$ cat src/rtl/wb_dest_ctrl.sv
// Writeback sequencer: routes one accepted result to the register file, the
// data-memory write channel (req/ack with timeout) or a PC load plus flush.
module wb_dest_ctrl #(
   parameter int DATA_W       = 32,
   parameter int RADDR_W      = 5,
   parameter int MADDR_W      = 32,
   parameter int MEM_TIMEOUT  = 16,
   parameter int FLUSH_CYCLES = 2
) (
   input  logic               clk,
   input  logic               rst,
   input  logic               in_valid,
   output logic               in_ready,
   input  logic [1:0]         in_sel,
   input  logic [DATA_W-1:0]  in_data,
   input  logic [RADDR_W-1:0] in_raddr,
   input  logic [MADDR_W-1:0] in_maddr,
   output logic               reg_we,
   output logic [RADDR_W-1:0] reg_addr,
   output logic [DATA_W-1:0]  reg_data,
   output logic               mem_req,
   output logic [MADDR_W-1:0] mem_addr,
   output logic [DATA_W-1:0]  mem_data,
   input  logic               mem_ack,
   output logic               mem_err,
   output logic               pc_load,
   output logic [DATA_W-1:0]  pc_value,
   output logic               flush
);

   localparam int TCNT_W = $clog2(MEM_TIMEOUT + 1) + 1;
   localparam int FCNT_W = $clog2(FLUSH_CYCLES + 1) + 1;

   typedef enum logic [1:0] {
      ST_IDLE     = 2'd0,
      ST_MEM_WAIT = 2'd1,
      ST_FLUSH    = 2'd2
   } state_t;

   state_t             state_q, state_d;
   logic [TCNT_W-1:0]  tcnt_q, tcnt_d;
   logic [FCNT_W-1:0]  fcnt_q, fcnt_d;
   logic               reg_we_q, reg_we_d;
   logic [RADDR_W-1:0] reg_addr_q, reg_addr_d;
   logic [DATA_W-1:0]  reg_data_q, reg_data_d;
   logic               mem_req_q, mem_req_d;
   logic [MADDR_W-1:0] mem_addr_q, mem_addr_d;
   logic [DATA_W-1:0]  mem_data_q, mem_data_d;
   logic               mem_err_q, mem_err_d;
   logic               pc_load_q, pc_load_d;
   logic [DATA_W-1:0]  pc_value_q, pc_value_d;
   logic               flush_q, flush_d;
   logic               accept_s;

   // Ready depends only on state (and reset), never on in_valid.
   assign in_ready = (state_q == ST_IDLE) && !rst;
   assign accept_s = in_valid && in_ready;

   // Next-state and next-output logic.
   always_comb begin
      state_d    = state_q;
      tcnt_d     = tcnt_q;
      fcnt_d     = fcnt_q;
      reg_we_d   = 1'b0;
      reg_addr_d = reg_addr_q;
      reg_data_d = reg_data_q;
      mem_req_d  = mem_req_q;
      mem_addr_d = mem_addr_q;
      mem_data_d = mem_data_q;
      mem_err_d  = 1'b0;
      pc_load_d  = 1'b0;
      pc_value_d = pc_value_q;
      flush_d    = flush_q;
      case (state_q)
         ST_IDLE: begin
            if (accept_s) begin
               case (in_sel)
                  2'b01, 2'b11: begin
                     reg_we_d   = 1'b1;
                     reg_addr_d = in_raddr;
                     reg_data_d = in_data;
                  end
                  2'b10: begin
                     state_d    = ST_MEM_WAIT;
                     mem_req_d  = 1'b1;
                     mem_addr_d = in_maddr;
                     mem_data_d = in_data;
                     tcnt_d     = TCNT_W'(1);
                  end
                  2'b00: begin
                     state_d    = ST_FLUSH;
                     pc_load_d  = 1'b1;
                     pc_value_d = in_data;
                     flush_d    = 1'b1;
                     fcnt_d     = FCNT_W'(1);
                  end
                  default: begin
                     state_d = ST_IDLE;
                  end
               endcase
            end else begin
               state_d = ST_IDLE;
            end
         end
         ST_MEM_WAIT: begin
            // An ack in the timeout cycle still completes the write.
            if (mem_ack) begin
               mem_req_d = 1'b0;
               state_d   = ST_IDLE;
            end else if ((MEM_TIMEOUT != 0) && (tcnt_q == TCNT_W'(MEM_TIMEOUT))) begin
               mem_req_d = 1'b0;
               mem_err_d = 1'b1;
               state_d   = ST_IDLE;
            end else if (MEM_TIMEOUT != 0) begin
               tcnt_d = tcnt_q + TCNT_W'(1);
            end else begin
               tcnt_d = tcnt_q;
            end
         end
         ST_FLUSH: begin
            if (fcnt_q == FCNT_W'(FLUSH_CYCLES)) begin
               flush_d = 1'b0;
               state_d = ST_IDLE;
            end else begin
               fcnt_d = fcnt_q + FCNT_W'(1);
            end
         end
         default: begin
            state_d   = ST_IDLE;
            mem_req_d = 1'b0;
            flush_d   = 1'b0;
         end
      endcase
   end

   // State and output registers with synchronous reset.
   always_ff @(posedge clk) begin
      if (rst) begin
         state_q    <= ST_IDLE;
         tcnt_q     <= '0;
         fcnt_q     <= '0;
         reg_we_q   <= 1'b0;
         reg_addr_q <= '0;
         reg_data_q <= '0;
         mem_req_q  <= 1'b0;
         mem_addr_q <= '0;
         mem_data_q <= '0;
         mem_err_q  <= 1'b0;
         pc_load_q  <= 1'b0;
         pc_value_q <= '0;
         flush_q    <= 1'b0;
      end else begin
         state_q    <= state_d;
         tcnt_q     <= tcnt_d;
         fcnt_q     <= fcnt_d;
         reg_we_q   <= reg_we_d;
         reg_addr_q <= reg_addr_d;
         reg_data_q <= reg_data_d;
         mem_req_q  <= mem_req_d;
         mem_addr_q <= mem_addr_d;
         mem_data_q <= mem_data_d;
         mem_err_q  <= mem_err_d;
         pc_load_q  <= pc_load_d;
         pc_value_q <= pc_value_d;
         flush_q    <= flush_d;
      end
   end

   assign reg_we   = reg_we_q;
   assign reg_addr = reg_addr_q;
   assign reg_data = reg_data_q;
   assign mem_req  = mem_req_q;
   assign mem_addr = mem_addr_q;
   assign mem_data = mem_data_q;
   assign mem_err  = mem_err_q;
   assign pc_load  = pc_load_q;
   assign pc_value = pc_value_q;
   assign flush    = flush_q;

endmodule

$ cat config.mk
export PLATFORM = sky130hd
export DESIGN_NAME = wb_dest_ctrl
export DESIGN_NICKNAME = d
export VERILOG_FILES = /design/src/rtl/wb_dest_ctrl.sv
export SDC_FILE = /design/constraint.sdc
export NUM_CORES = 1
export LEC_CHECK = 0
export ABC_AREA = 0
export CAP_MARGIN = 10
export CORE_ASPECT_RATIO = 0.6
export CORE_UTILIZATION = 28
export DETAILED_ROUTE_END_ITERATION = 8
export PLACE_DENSITY = 0.63
export REMOVE_ABC_BUFFERS = 1
export SETUP_SLACK_MARGIN = 0.2
export SLEW_MARGIN = 10
export SYNTH_ARGS = -nofsm -noshare
export SYNTH_HDL_FRONTEND = slang
export SYNTH_SLANG_ARGS = --single-unit
$ cat constraint.sdc
create_clock -name clk -period 3.1 [get_ports clk]
set_clock_uncertainty 0.15 [all_clocks]
set_input_delay 0.31 -clock clk [delete_from_list [all_inputs] [get_ports clk]]
set_output_delay 0.31 -clock clk [all_outputs]
set_load 0.01 [all_outputs]
==> reports/summary.txt <==
================================================================================
Largest delay contributor family on the critical path               simple AND/OR/NAND/NOR gates
TritonCTS clock tree                                                       built
Most area-hungry cell type in the Yosys netlist                     sky130_fd_sc_hd__dfxtp_1
Total placed instance area                                             7689 um^2
Number of different library cells in the post-synthesis netlist               37
Depth of the CTS H-tree                                                        4
Global Route Usage Sum                                                    17.24%
Fraction of final layout cells sized beyond drive strength 1              5.701%
Share of the synthesized area in the top cell type                        55.71%
Flop and latch count out of synthesis                                        149
Count of buffer and inverter cells on the critical path                        1
Worst slew margin relative to its limit                                   46.22%
RR Startpoint                                                         state_q[1]
Number of hold violations in the final report                                  0
End of the worst register-to-register path                             fcnt_q[0]
Time the worst path needs with I/O delays and setup                     2.434 ns
Pre-Repair DR Iteration Count                                                  4
Floorplan die width                                                     180.5 um
Vias per inst                                                              4.543
Mapped cell area                                                       5354 um^2
CP Launch Type                                                              flop
Post-Layout Cell Count                                                      1117
Dominant synthesized flop cell                                      sky130_fd_sc_hd__dfxtp_1
First-pass GRT wire length                                              26070 um
Worst path required time                                                 3.27 ns
Total number of clock tree sinks                                             149
Number of buffers created by CTS                                              17
Total via count after detailed routing                                      5075
Final core utilization                                                    44.91%
Status                                                                 completed
Cell types with the largest area share after synthesis              sky130_fd_sc_hd__dfxtp_1 56%, sky130_fd_sc_hd__nand2_1 19%, sky130_fd_sc_hd__a21oi_1 13%
Setup violation total in the final timing report                               0
HPWL reported at the end of detailed placement                          11090 um
Final net count                                                              945
Number of cells traversed by the worst register-to-register path               5
Part of the Yosys area used for sequential elements                       55.71%
Diode insertion count for antenna repair                                       0
Total die area                                                        19700 um^2
Total congestion overflow                                                      0
Post-CTS Setup Repair Bufs                                                     0
Root buffer cell                                                    sky130_fd_sc_hd__clkbuf_16
Initial antenna violation count                                                0
Largest fanout of any net on the critical path                                35
# hold bufs at CTS                                                             0
Detail Route Antenna Nets                                                      0
Critical path depth in cells                                                   5
Highest attainable clock frequency                                     410.9 MHz
IR drop worst, VDD                                                      308.9 uV
Worst Max-Slew Pin Slew                                                0.8068 ns
Routability cong.                                                         0.8015
IO buf count                                                                 213
Synth-to-Final Area Change                                                54.36%
Gate Count Post-Synth                                                        672
Post-Route Setup TNS                                                        0 ns
Leading cell type by number of instances after synthesis            sky130_fd_sc_hd__nand2_1
Share of synthesized registers carrying an async set or reset                 0%
Number of enable flip-flop cells after synthesis                               0
Count of yosys warnings during synthesis                                       0
Number of I/O pins                                                           214
Critical-path cell list                                             or4b_4, or3_2, clkinv_4, nor3_1, a211oi_1
Final wirelength                                                        16620 um
Post-Place Cells                                                            1087
Most frequent cells after synthesis                                 271 x sky130_fd_sc_hd__nand2_1, 149 x sky130_fd_sc_hd__dfxtp_1, 136 x sky130_fd_sc_hd__a21oi_1
Average instance area after synthesis                                 7.967 um^2
Delay of the slowest critical-path stage                                 0.63 ns
Clock Tree Buf Depth                                                           2
Number of maximum-capacitance constraint violations                            0
Die Height                                                              109.1 um
Pin count of the biggest net entering global routing                          75
Site Rows                                                                     38
Crit path kind                                                      flop to flop
Number of pins exceeding their max-slew limit in the final report              0
Post-CTS resize count                                                          0
Critical-path top delay cell                                        sky130_fd_sc_hd__or3_2
Summed area of non-filler cells in the final layout                    8264 um^2
Clk slew on worst S/H paths                                              0.06 ns
Drt initial violations                                                       252
Arrival time reported for the critical path endpoint                     2.60 ns
Launch point of the worst path                                        state_q[1]
Initial standard-cell utilization of the core                             29.10%
Post-DR wirelength/cell                                                 14.88 um
Setup slack of the worst register-to-register path                       0.67 ns
Source of the worst hold timing path                                         rst
Standby leakage power                                                   2.787 nW
Worst hold path type                                                primary input to flop
Clock latency on the worst-skew pair                                     0.41 ns
Core outline area                                                     18400 um^2
Worst setup path endpoint                                              fcnt_q[0]
Setup repair after global routing missed its margin                        false
Post-detailed-route DRC marker count                                           0
Areal power density over the cells                                  533.3 nW/um^2
Post-route clock period utilization                                       78.50%
Endpoint class of the critical path                                         flop
Via count of the first global-routing pass                                  4807
================================================================================
-- per-stage QoR --
stage	total power [mW]	hold WS, ns	setup WS [ns]
floorplan	2.141	0.2224	-0.3661
global placement	2.421	0.2907	0.3779
detailed placement	2.423	0.2957	0.3351
CTS	4.476	0.2499	0.6462
global route	4.607	0.2932	0.5350
finish	4.408	0.2846	0.6664
-- sequential cells by signal, summed over array words and instances, names as in the netlist, 2 cells and up --
name / count
fcnt_q: 3
state_q: 2
mem_addr: 32
reg_addr: 5
reg_data: 32
tcnt_q: 6
pc_value: 32
mem_data: 32
-- area by class of cell --
class                   instances  area [um^2]
flip-flops and latches        149         2983
fillers                      1826        10140
clock inverters                 8        101.3
clock buffers                  22        474.2
well taps                     240        300.3
repair buffers                223         2242
inverters                       9        38.79
multi-input cells             466         2125
-- where the power goes --
part	switching (mW)	total (mW)	internal [mW]
clock	0.789	2.03	1.24
combinational	0.187	0.390	0.203
sequential	0.0258	1.99	1.96
-- tightest hold or removal path, delay by kind of cell --
family	cells	cell delay (ns)
compound gates	1	0.24
simple gates	2	0.14
buf+inv	1	0.11
-- per-layer routing --
metal / vias to the layer above / track usage, % / wire [um]
li1: 2575 / - / -
met1: 2318 / 22.40 / 7884
met2: 177 / 25.44 / 6908
met3: 5 / 8.016 / 1790
met4: 0 / 4.945 / 41
met5: - / 0 / 0
-- logic make-up (layout without fill, tap and decap cells) --
group / count (synthesis) / after routing / share of synthesized area, %
buffers and inverters: 57 / 262 / 4.814
AND/OR/NAND/NOR: 306 / 306 / 23.00
flip-flops: 149 / 149 / 55.71
AO/OA/AOI/OAI: 156 / 156 / 15.54
adder cells (fa/ha/maj): 4 / 4 / 0.9348
-- worst min-delay path by stage --
stage	end	slack, ns	cells after the start
finish	state_q[0]	0.28	4
CTS	state_q[0]	0.25	4
floorplan	pc_value[23]	0.22	1
detailed placement	pc_value[31]	0.30	2
global route	mem_addr[4]	0.29	3
global placement	reg_data[31]	0.29	2
-- cells in the final DEF (no fill, tap or decap), types with 6 or more instances in the layout --
cell	netlist	final
sky130_fd_sc_hd__inv_1	8	8
sky130_fd_sc_hd__clkdlybuf4s50_1	0	212
sky130_fd_sc_hd__buf_4	1	8
sky130_fd_sc_hd__nand3_1	6	6
sky130_fd_sc_hd__a21oi_1	136	136
sky130_fd_sc_hd__dfxtp_1	149	149
sky130_fd_sc_hd__clkbuf_16	0	17
sky130_fd_sc_hd__nand2_1	271	270
Note: power is estimated with default switching activity, not from simulation.
